File: src/rtl/rv_pipe_pkg.sv
// Shared pipeline definitions: opcodes, branch funct3 codes and the
// branch/hazard unit state type.
package rv_pipe_pkg;

    localparam logic [6:0] OP_BRANCH = 7'b1100011;
    localparam logic [6:0] OP_JAL    = 7'b1101111;
    localparam logic [6:0] OP_LOAD   = 7'b0000011;

    localparam logic [2:0] F3_BEQ  = 3'b000;
    localparam logic [2:0] F3_BNE  = 3'b001;
    localparam logic [2:0] F3_BLT  = 3'b100;
    localparam logic [2:0] F3_BGE  = 3'b101;
    localparam logic [2:0] F3_BLTU = 3'b110;
    localparam logic [2:0] F3_BGEU = 3'b111;

    typedef enum logic [1:0] {
        ST_IDLE  = 2'd0,
        ST_STALL = 2'd1,
        ST_FLUSH = 2'd2
    } bhu_state_t;

endpackage

File: src/rtl/branch_compare.sv
// Combinational branch condition evaluator. Kept separate so the EX-stage
// resolver can reuse the exact same comparison rules.
module branch_compare
    import rv_pipe_pkg::*;
#(
    parameter int XLEN = 32
) (
    input  logic [2:0]      funct3,
    input  logic [XLEN-1:0] rs1_val,
    input  logic [XLEN-1:0] rs2_val,
    output logic            cond
);

    // Select the comparison named by funct3; reserved encodings never branch
    always_comb begin
        cond = 1'b0;
        case (funct3)
            F3_BEQ:  cond = (rs1_val == rs2_val);
            F3_BNE:  cond = (rs1_val != rs2_val);
            F3_BLT:  cond = ($signed(rs1_val) <  $signed(rs2_val));
            F3_BGE:  cond = ($signed(rs1_val) >= $signed(rs2_val));
            F3_BLTU: cond = (rs1_val <  rs2_val);
            F3_BGEU: cond = (rs1_val >= rs2_val);
            default: cond = 1'b0;
        endcase
    end

endmodule

File: src/rtl/branch_hazard_unit.sv
// Branch/hazard unit: resolves branches and JAL in ID, requests a one-cycle
// stall on load-use hazards and holds flush high while wrong-path fetches
// drain. All outputs are registered.
// Optional feature macro: MISALIGN_TRAP_EN (flag taken targets whose low
// two offset bits are non-zero instead of branching).
module branch_hazard_unit
    import rv_pipe_pkg::*;
#(
    parameter int XLEN         = 32,
    parameter int FLUSH_CYCLES = 2
) (
    input  logic            clock,
    input  logic            reset,
    input  logic            id_valid,
    input  logic [6:0]      id_opcode,
    input  logic [2:0]      id_funct3,
    input  logic [4:0]      id_rs1,
    input  logic [4:0]      id_rs2,
    input  logic [XLEN-1:0] id_rs1_val,
    input  logic [XLEN-1:0] id_rs2_val,
    input  logic [31:0]     id_imm,
    input  logic            ex_is_load,
    input  logic [4:0]      ex_rd,
    output logic            succ,
    output logic [31:0]     new_addr,
    output logic            stall,
    output logic            flush,
    output logic            misalign
);

    localparam logic [2:0] FLUSH_LAST = 3'(FLUSH_CYCLES - 1);

    bhu_state_t  state_q, state_d;
    logic [2:0]  cnt_q, cnt_d;
    logic        succ_q, succ_d;
    logic        stall_q, stall_d;
    logic        flush_q, flush_d;
    logic        misalign_q, misalign_d;
    logic [31:0] new_addr_q, new_addr_d;

    logic cond;
    logic hazard;
    logic take;
    logic bad_target;

    branch_compare #(.XLEN(XLEN)) u_cmp (
        .funct3  (id_funct3),
        .rs1_val (id_rs1_val),
        .rs2_val (id_rs2_val),
        .cond    (cond)
    );

    assign hazard = id_valid & ex_is_load & (ex_rd != 5'd0)
                  & ((ex_rd == id_rs1) | (ex_rd == id_rs2));
    assign take   = id_valid & ((id_opcode == OP_JAL)
                  | ((id_opcode == OP_BRANCH) & cond));

`ifdef MISALIGN_TRAP_EN
    assign bad_target = (id_imm[1:0] != 2'b00);
`else
    assign bad_target = 1'b0;
`endif

    // Next-state and next-output decision; a hazard beats a taken branch
    // because the compared operand is still stale
    always_comb begin
        state_d    = state_q;
        cnt_d      = cnt_q;
        succ_d     = 1'b0;
        stall_d    = 1'b0;
        flush_d    = 1'b0;
        misalign_d = 1'b0;
        new_addr_d = new_addr_q;
        case (state_q)
            ST_IDLE: begin
                if (hazard) begin
                    stall_d = 1'b1;
                    state_d = ST_STALL;
                end else if (take) begin
                    if (bad_target) begin
                        misalign_d = 1'b1;
                    end else begin
                        succ_d     = 1'b1;
                        flush_d    = 1'b1;
                        new_addr_d = id_imm;
                        cnt_d      = FLUSH_LAST;
                        state_d    = (FLUSH_LAST == 3'd0) ? ST_IDLE : ST_FLUSH;
                    end
                end
            end
            ST_STALL: begin
                state_d = ST_IDLE;
            end
            ST_FLUSH: begin
                flush_d = 1'b1;
                cnt_d   = cnt_q - 3'd1;
                if (cnt_q == 3'd1) begin
                    state_d = ST_IDLE;
                end
            end
            default: begin
                state_d = ST_IDLE;
                cnt_d   = 3'd0;
            end
        endcase
    end

    // State and output registers; reset wins in every state
    always_ff @(posedge clock) begin
        if (reset) begin
            state_q    <= ST_IDLE;
            cnt_q      <= 3'd0;
            succ_q     <= 1'b0;
            stall_q    <= 1'b0;
            flush_q    <= 1'b0;
            misalign_q <= 1'b0;
            new_addr_q <= 32'd0;
        end else begin
            state_q    <= state_d;
            cnt_q      <= cnt_d;
            succ_q     <= succ_d;
            stall_q    <= stall_d;
            flush_q    <= flush_d;
            misalign_q <= misalign_d;
            new_addr_q <= new_addr_d;
        end
    end

    assign succ     = succ_q;
    assign stall    = stall_q;
    assign flush    = flush_q;
    assign misalign = misalign_q;
    assign new_addr = new_addr_q;

endmodule

File: config.mk
export PLATFORM = sky130hd
export DESIGN_NAME = branch_hazard_unit
export DESIGN_NICKNAME = d
export VERILOG_FILES = /design/src/rtl/rv_pipe_pkg.sv /design/src/rtl/branch_compare.sv /design/src/rtl/branch_hazard_unit.sv
export SDC_FILE = /design/constraint.sdc
export NUM_CORES = 1
export LEC_CHECK = 0
export ABC_CLOCK_PERIOD_IN_PS = 3500
export CORE_UTILIZATION = 40
export DETAILED_ROUTE_END_ITERATION = 12
export PLACE_DENSITY = 0.91
export SLEW_MARGIN = 5
export SYNTH_ARGS = -nofsm -noshare
export SYNTH_HDL_FRONTEND = slang
export SYNTH_SLANG_ARGS = --single-unit
File: constraint.sdc
create_clock -name clock -period 3.5 [get_ports clock]
set_clock_uncertainty 0.1 [all_clocks]
set_input_delay 0.35 -clock clock [delete_from_list [all_inputs] [get_ports clock]]
set_output_delay 0.35 -clock clock [all_outputs]
set_load 0.02 [all_outputs]
==> impl_metrics.tcl, run 1 <==
set metrics [dict create \
    cp.depth 12 \
    worstPathRequired_ns 3.60 \
    clk_pin_slew_ns 0.08 \
    holdPathStages 2 \
    numCtsBuffers 5 \
    hold_viol 0 \
    synth_seq_area_share_pct 27.0 \
    io_pins 161 \
    synthCells 336 \
    wl_per_cell_um 12.9 \
    synthesis.nets 495 \
    synthArstFlopShare_pct 0 \
    fp.dieArea_sq_um 7770 \
    critPathBufInv 3 \
    grt_pass1_vias 2858 \
    grt_pass1_wl_um 11900 \
    start_util_pct 41.1 \
    drt_iter0_markers 46 \
    crit_path_max_fanout 32 \
    syn_avg_cell_area_sq_um 8.83 \
    fin_area_sq_um 4740 \
    period_minus_slack_ns 3.11 \
    multi_input_area_sq_um 1920 \
    synth-main-ff-cell "dfxtp_1" \
    placed_cells 583 \
    cts_tree "built" \
    grt_max_degree 72 \
    setup_viol 0 \
    p_per_area_nw_per_um2 244 \
    cts.sink_count 40 \
    r2r_cells 5 \
    netlist_area_sq_um 2970 \
    die_h_um 88.1 \
    clockBufferDepth 2 \
    portBuffers 159 \
    grt_overflow_total 0 \
    rsz0062_at_grt "false" \
    avgViaCountPerCell 4.81 \
    ys_ff_latch 40 \
    hp-class "flip-flop to flip-flop" \
    setup.worst_path.start_class "primary input" \
    synth_top_cell_by_area "dfxtp_1" \
    first_pass_iters 4 \
    ant_nets 0 \
    hpwlAfterDp_um 6380 \
    cts_resized 0 \
    root_buffer "clkbuf_8" \
    hold_buffers 0 \
    cts_setup_buffers 0 \
    synth_edf_count 0 \
    synth_top_cells_by_area "dfxtp_1 27%, ha_1 14%, nand2b_1 13%, mux2i_1 11%, inv_1 5.1%" \
    vias 2843 \
    worst_hold_slack_ns 0.372 \
    drc_errors 0 \
    timing.fmax_ghz 0.322 \
    drive_above_1_share_pct 4.67 \
    antenna_found_initial 0 \
    netlist.area_leader.share_pct 27.0 \
    cp_slowest_cell "clkdlybuf4s50_1" \
    placed_area_sq_um 4620 \
    insertion_delay_ns 0.28 \
    yosysMostFrequentCell "nand2b_1" \
    post-route-period-util_pct 88.7 \
    status "complete, no violations" \
    seqCellArea_sq_um 801 \
    setup_tns_ns 0 \
    ir_drop_mv 0.156 \
    crit_family "buffers and inverters" \
    synthTopCellsByCount "64 x nand2b_1, 40 x dfxtp_1, 40 x inv_1, 34 x ha_1, 32 x mux2i_1" \
    htreeDepth 2 \
    fillers 583 \
    ys_types 52 \
    die_w_um 88.1 \
    place_congestion 0.771 \
    maxCapViolCount 0 \
    max_stage_delay_ns 0.46 \
    final_cells 591 \
    crit_arrival_ns 3.21 \
    core_region_area_sq_um 7210 \
    fin_nets 650 \
    grt_usage_pct 19.0 \
    yosys_warnings 0 \
    worstPathCellList "clkdlybuf4s50_1 -> inv_1 -> ha_1 -> nand4_1 -> nor4_2 -> o21ai_1 -> a31oi_1 -> nor2_1 -> mux2i_2 -> o31ai_4 -> buf_12 -> mux2i_1" \
    report.final.slew_viol_count 0 \
    fin_ws_ns 0.394 \
    antenna_cells 0 \
    critPathCaptureType "flip-flop" \
    rows 31 \
    syn2layout_area_growth_pct 59.7 \
    dpl_worst_slack_ns 0.105 \
    p_leak_uw 0.00187 \
    routed_wl_um 7640 \
    criticalPathCategory "primary input to flip-flop" \
]
==> through the flow <==
step	util (%)	power, uW
after CTS	65.7	1160
after global routing	65.7	1220
after global placement	64.0	768
final	65.7	1150
after floorplan	-	606
after detailed placement	64.0	779
==> worst paths after layout <==
| kind | startpoint | end | slack, ns |
|---|---|---|---|
| max | id_rs2_val[15] | new_addr[31]$_SDFFE_PP0P_ | 0.39 |
| min | new_addr[21]$_SDFFE_PP0P_ | new_addr[21]$_SDFFE_PP0P_ | 0.37 |
| max reg2reg | state_q[1]$_SDFFE_PP0P_ | new_addr[31]$_SDFFE_PP0P_ | 1.81 |
| min reg2reg | new_addr[21]$_SDFFE_PP0P_ | new_addr[21]$_SDFFE_PP0P_ | 0.37 |
==> per-layer routing <==
| layer | GRT usage (%) | share of wire [%] | vias to the layer above |
|---|---|---|---|
| met1 | 19.8 | 39 | 1298 |
| met2 | 38.5 | 54 | 93 |
| li1 | - | - | 1440 |
| met5 | 0 | 0 | - |
| met4 | 4.84 | 1.6 | 0 |
| met3 | 3.30 | 5.6 | 12 |
==> worst reg2reg max path: stages (launching register included) <==
cell	delay, ns
dfxtp_1	0.41
nor2_1	0.24
nand2_1	0.13
o31ai_4	0.22
buf_12	0.27
mux2i_1	0.25
==> final cells by class <==
cell class	count	share of cell area (%)
multi-input cells	243	40.6
clock inverters	2	0.819
flip-flops and latches	40	16.9
repair buffers	161	34.2
inverters	40	3.17
well taps	99	2.61
clock buffers	6	1.74
==> cell usage in the layout (no fill, tap or decap), drive strengths merged, types with 2 or more instances in the layout <==
master,count
and4,2
inv,40
a21oi,14
nand2b,64
nand3b,2
o21ai,9
nand4b,2
xnor2,10
ha,34
clkdlybuf4s50,159
o22ai,2
buf,2
clkbuf,6
nand3,4
dfxtp,40
mux2i,33
nor2,9
nor3,2
a31oi,2
nand2,19
o31ai,3
a221oi,3
nor4,4
nor3b,2
nand4,7
==> cell families after synthesis <==
kind of cell / share of synthesized area, %
buf+inv: 8.22
other cells: 0.126
xor+xnor: 3.25
compound gates: 9.36
flops: 27.0
fa+ha+maj: 14.3
mux: 11.6
simple gates: 26.1
==> power by group <==
part | switching (uW) | total, uW | leakage, uW | internal [uW]
logic | 113 | 310 | 0.00148 | 196
clock network | 154 | 387 | 0.0000614 | 233
registers | 1.38 | 458 | 0.000322 | 457
==> state kept, by name (all words and copies together), names as in the netlist <==
| name | count |
|---|---|
| new_addr | 32 |
| cnt_q | 3 |
| stall | 1 |
| state_q | 2 |
| flush | 1 |
| succ | 1 |
No activity file was read; power rests on OpenSTA's default activity.
==> run 2: changes to the inputs <==
--- a/config.mk
+++ b/config.mk
@@ -5,7 +5,7 @@
 export SDC_FILE = /design/constraint.sdc
 export NUM_CORES = 1
 export LEC_CHECK = 0
-export ABC_CLOCK_PERIOD_IN_PS = 3500
+export CORE_MARGIN = 10
 export CORE_UTILIZATION = 40
 export DETAILED_ROUTE_END_ITERATION = 12
 export PLACE_DENSITY = 0.91
==> impl_metrics.tcl, run 2 (synthesis results as in run 1) <==
set metrics [dict create \
    r2r_cells 5 \
    max_stage_delay_ns 0.45 \
    io_pins 161 \
    report.final.slew_viol_count 0 \
    clockBufferDepth 2 \
    wl_per_cell_um 14.8 \
    drive_above_1_share_pct 4.47 \
    critPathCaptureType "flip-flop" \
    cp_slowest_cell "clkdlybuf4s50_1" \
    insertion_delay_ns 0.29 \
    setup.worst_path.start_class "primary input" \
    post-route-period-util_pct 88.7 \
    worstPathCellList "clkdlybuf4s50_1 -> inv_1 -> ha_1 -> nand4_2 -> nor4_4 -> inv_1 -> a31oi_1 -> nor2_1 -> mux2i_2 -> o31ai_4 -> buf_12 -> mux2i_1" \
    final_common_cell "clkdlybuf4s50_1" \
    core_region_area_sq_um 7210 \
    multi_input_area_sq_um 1920 \
    portBuffers 159 \
    period_minus_slack_ns 3.10 \
    worstPathRequired_ns 3.61 \
    drt_iter0_markers 66 \
    worstHoldStart "new_addr[28]$_SDFFE_PP0P_" \
    cp_common_cell "inv_1" \
    hold_buffers 0 \
    p_leak_uw 0.00186 \
    grt_pass1_vias 3138 \
    criticalPathCategory "primary input to flip-flop" \
    root_buffer "clkbuf_8" \
    grt_usage_pct 15.5 \
    maxCapViolCount 0 \
    mostFrequentLayoutCells "159 x clkdlybuf4s50_1, 64 x nand2b_1, 40 x inv_1, 40 x dfxtp_1, 34 x ha_1" \
    antenna_found_initial 0 \
    r2r-start "state_q[1]$_SDFFE_PP0P_" \
    die_h_um 106 \
    rows 31 \
    fin_nets 650 \
    cts_setup_buffers 0 \
    critPathBufInv 4 \
    cts_resized 0 \
    first_pass_iters 4 \
    hp-class "flip-flop to flip-flop" \
    hpwlAfterDp_um 7680 \
    grt_pass1_wl_um 14700 \
    syn2layout_area_growth_pct 59.2 \
    fp.dieArea_sq_um 11300 \
    clk_pin_slew_ns 0.07 \
    htreeDepth 2 \
    fin_area_sq_um 4720 \
    crit_path_max_fanout 32 \
    reg2reg_to "new_addr[0]$_SDFFE_PP0P_" \
    hold_end "new_addr[28]$_SDFFE_PP0P_" \
    routed_wl_um 8770 \
    timing.fmax_ghz 0.322 \
    cts.sink_count 40 \
    cts_tree "built" \
    avgViaCountPerCell 4.78 \
    setup_viol 0 \
    worst_hold_slack_ns 0.378 \
    fillers 586 \
    crit_arrival_ns 3.22 \
    ir_drop_mv 0.199 \
    rsz0062_at_grt "false" \
    status "complete, no violations" \
    drc_errors 0 \
    largest_reg_flops 32 \
    vias 2825 \
    ant_nets 0 \
    crit_family "buffers and inverters" \
    grt_max_degree 73 \
    placed_area_sq_um 4620 \
    hold_viol 0 \
    reg2reg_slack_ns 1.80 \
    seqCellArea_sq_um 801 \
    place_congestion 0.789 \
    grt_overflow_total 0 \
    holdPathStages 2 \
    p_per_area_nw_per_um2 239 \
    start_util_pct 41.1 \
    setup_tns_ns 0 \
    antenna_cells 0 \
    numCtsBuffers 5 \
    die_w_um 106 \
]
==> run 2: area by class of cell <==
type                       instances  share of cell area [%]
multi-input combinational        243                    40.7
timing repair buffer             161                    34.3
sequential                        40                    17.0
inverter                          40                    3.18
tap                               99                    2.62
clock buffer                       6                    1.54
clock inverter                     2                   0.742
==> run 2: worst max-delay path by stage <==
stage	start	end	slack (ns)	cells past startpoint
5_1_grt	id_rs2_val[31]	new_addr[30]$_SDFFE_PP0P_	0.17	12
3_5_place_dp	id_rs2_val[15]	new_addr[0]$_SDFFE_PP0P_	0.1	12
3_3_place_gp	id_rs2_val[15]	new_addr[19]$_SDFFE_PP0P_	0.19	12
4_1_cts	id_rs2_val[15]	new_addr[0]$_SDFFE_PP0P_	0.39	12
2_1_floorplan	id_rs2_val[15]	new_addr[0]$_SDFFE_PP0P_	0.83	11
6_report	id_rs2_val[31]	new_addr[0]$_SDFFE_PP0P_	0.40	12
==> run 2: where the power goes <==
part	leakage, uW	switching, uW	internal [uW]
clock	0.0000552	154	212
sequential	0.000322	1.36	457
combinational	0.00148	111	196
total	0.00186	266	864
==> run 2: worst reg2reg max path: stages (launching register included) <==
cell and delay (ns):
dfxtp_1 0.39, nor2_1 0.23, nand2_1 0.13, o31ai_4 0.23, buf_12 0.27, mux2i_1 0.27
==> run 2: routing by layer <==
metal | share of wire, % | global-route usage [%] | vias to the layer above | wire length, um
li1 | - | - | 1440 | -
met1 | 39 | 15.9 | 1275 | 3440
met2 | 52 | 29.3 | 95 | 4590
met3 | 5.8 | 4.59 | 15 | 508
met4 | 2.6 | 5.22 | 0 | 227
met5 | 0 | 0 | - | 0
==> run 2: metrics by stage <==
stage | utilization, % | std cells | power (uW) | setup WS, ns
final | 65.5 | 591 | 1130 | 0.395
after detailed placement | 64.0 | 583 | 778 | 0.0980
after CTS | 65.5 | 591 | 1140 | 0.390
after global routing | 65.5 | 591 | 1190 | 0.168
after global placement | 64.0 | 583 | 767 | 0.195
after floorplan | - | 336 | 606 | 0.826
==> run 3: changes to the inputs <==
--- a/config.mk
+++ b/config.mk
@@ -5,10 +5,11 @@
 export SDC_FILE = /design/constraint.sdc
 export NUM_CORES = 1
 export LEC_CHECK = 0
+export CORE_ASPECT_RATIO = 1.4
 export CORE_MARGIN = 10
 export CORE_UTILIZATION = 40
 export DETAILED_ROUTE_END_ITERATION = 12
-export PLACE_DENSITY = 0.91
+export PLACE_DENSITY_LB_ADDON = 0.1
 export SLEW_MARGIN = 5
 export SYNTH_ARGS = -nofsm -noshare
 export SYNTH_HDL_FRONTEND = slang
==> impl_metrics.tcl, run 3 (synthesis results as in run 1) <==
set metrics [dict create \
    antenna_found_initial 0 \
    grt_max_degree 73 \
    die_w_um 92.8 \
    ant_nets 0 \
    cts_setup_buffers 0 \
    htreeDepth 2 \
    numCtsBuffers 5 \
    portBuffers 159 \
    core_region_area_sq_um 7270 \
    setup_viol 0 \
    report.final.slew_viol_count 0 \
    root_buffer "clkbuf_8" \
    hold_viol 0 \
    seqCellArea_sq_um 801 \
    cts_resized 0 \
    wl_per_cell_um 14.0 \
    setup.worst_path.start_class "primary input" \
    grt_pass1_vias 2909 \
    crit_path_max_fanout 32 \
    p_per_area_nw_per_um2 227 \
    maxCapViolCount 0 \
    first_pass_iters 4 \
    fin_nets 652 \
    hold_buffers 0 \
    crit_family "buffers and inverters" \
    cp-startpoint "id_rs2_val[31]" \
    setup_tns_ns 0 \
    worstPathRequired_ns 3.62 \
    worstPathCellList "clkdlybuf4s50_1 -> inv_1 -> ha_1 -> nand4_2 -> nor4_4 -> inv_1 -> a31oi_1 -> nor2_1 -> mux2i_2 -> o31ai_4 -> buf_12 -> mux2i_1" \
    max_stage_delay_ns 0.45 \
    fp.dieArea_sq_um 11300 \
    place_congestion 0.745 \
    status "complete, no violations" \
    mostFrequentLayoutCells "159 x clkdlybuf4s50_1, 64 x nand2b_1, 40 x inv_1, 40 x dfxtp_1, 34 x ha_1" \
    worstHoldStart "new_addr[2]$_SDFFE_PP0P_" \
    drive_above_1_share_pct 5.06 \
    ir_drop_mv 0.135 \
    clockBufferDepth 2 \
    cp_common_cell "inv_1" \
    cts.sink_count 40 \
    period_minus_slack_ns 3.04 \
    cp_slowest_cell "clkdlybuf4s50_1" \
    critPathBufInv 4 \
    cts_tree "built" \
    p_leak_uw 0.00187 \
    critPathCaptureType "flip-flop" \
    worst_hold_slack_ns 0.373 \
    routed_wl_um 8290 \
    rows 37 \
    fillers 673 \
    drc_errors 0 \
    crit_arrival_ns 3.16 \
    criticalPathCategory "primary input to flip-flop" \
    multi_input_area_sq_um 1920 \
    insertion_delay_ns 0.28 \
    syn2layout_area_growth_pct 59.1 \
    post-route-period-util_pct 86.8 \
    io_pins 161 \
    grt_usage_pct 14.1 \
    timing.fmax_ghz 0.329 \
    drt_iter0_markers 73 \
    start_util_pct 40.8 \
    vias 2768 \
    largest_reg_flops 32 \
    avgViaCountPerCell 4.68 \
    hpwlAfterDp_um 7260 \
    r2r-start "state_q[1]$_SDFFE_PP0P_" \
    hp-class "flip-flop to flip-flop" \
    grt_pass1_wl_um 13200 \
    antenna_cells 0 \
    die_h_um 122 \
    grt_overflow_total 0 \
    final_common_cell "clkdlybuf4s50_1" \
    rsz0062_at_grt "false" \
    clk_pin_slew_ns 0.07 \
]
## run 3: changes by cell type in the layout (fill, tap and decap cells not counted)
cell,before,now
buf_4,1,3
bufinv_16,1,0
clkbuf_1,1,0
clkbuf_8,5,6
clkinv_2,1,2
## run 3: through the flow
| stage | util, % | setup WS [ns] | total power [uW] | instances | instance area (sq um) |
|---|---|---|---|---|---|
| after floorplan | - | 0.826 | 606 | 336 | 2970 |
| after global placement | 63.7 | 0.175 | 770 | 583 | 4630 |
| after detailed placement | 63.7 | 0.114 | 778 | 583 | 4630 |
| after CTS | 65.0 | 0.417 | 1090 | 591 | 4720 |
| after global routing | 65.0 | 0.203 | 1140 | 591 | 4720 |
| final | 65.0 | 0.461 | 1070 | 591 | 4720 |
## run 3: report_power, final
| part | internal [uW] | switching, uW |
|---|---|---|
| registers | 457 | 1.35 |
| clock network | 157 | 151 |
| logic | 197 | 109 |
| total | 811 | 261 |
## run 3: tightest hold or removal path, stage by stage (launching register included)
cell and delay (ns):
dfxtp_1 0.31, nand2b_1 0.06, mux2i_1 0.05
## run 3: layer usage
metal / wire, um / vias to the layer above / track usage (%)
li1: - / 1444 / -
met1: 3100 / 1219 / 13.5
met2: 4500 / 96 / 27.3
met3: 540 / 9 / 4.06
met4: 145 / 0 / 5.71
met5: 0 / - / 0
## run 3: area by class of cell
cell class                 count  area share (%)
clock inverter                 2           0.212
clock buffer                   6            1.75
timing repair buffer         163            34.6
sequential                    40            17.0
inverter                      40            3.18
tap                           97            2.57
multi-input combinational    243            40.7
## run 3: final timing paths
| kind | depth (start not counted) | end | slack (ns) |
|---|---|---|---|
| min reg2reg | 2 | new_addr[2]$_SDFFE_PP0P_ | 0.37 |
| max | 12 | new_addr[14]$_SDFFE_PP0P_ | 0.46 |
| max reg2reg | 5 | new_addr[14]$_SDFFE_PP0P_ | 1.83 |
| min | 2 | new_addr[2]$_SDFFE_PP0P_ | 0.37 |
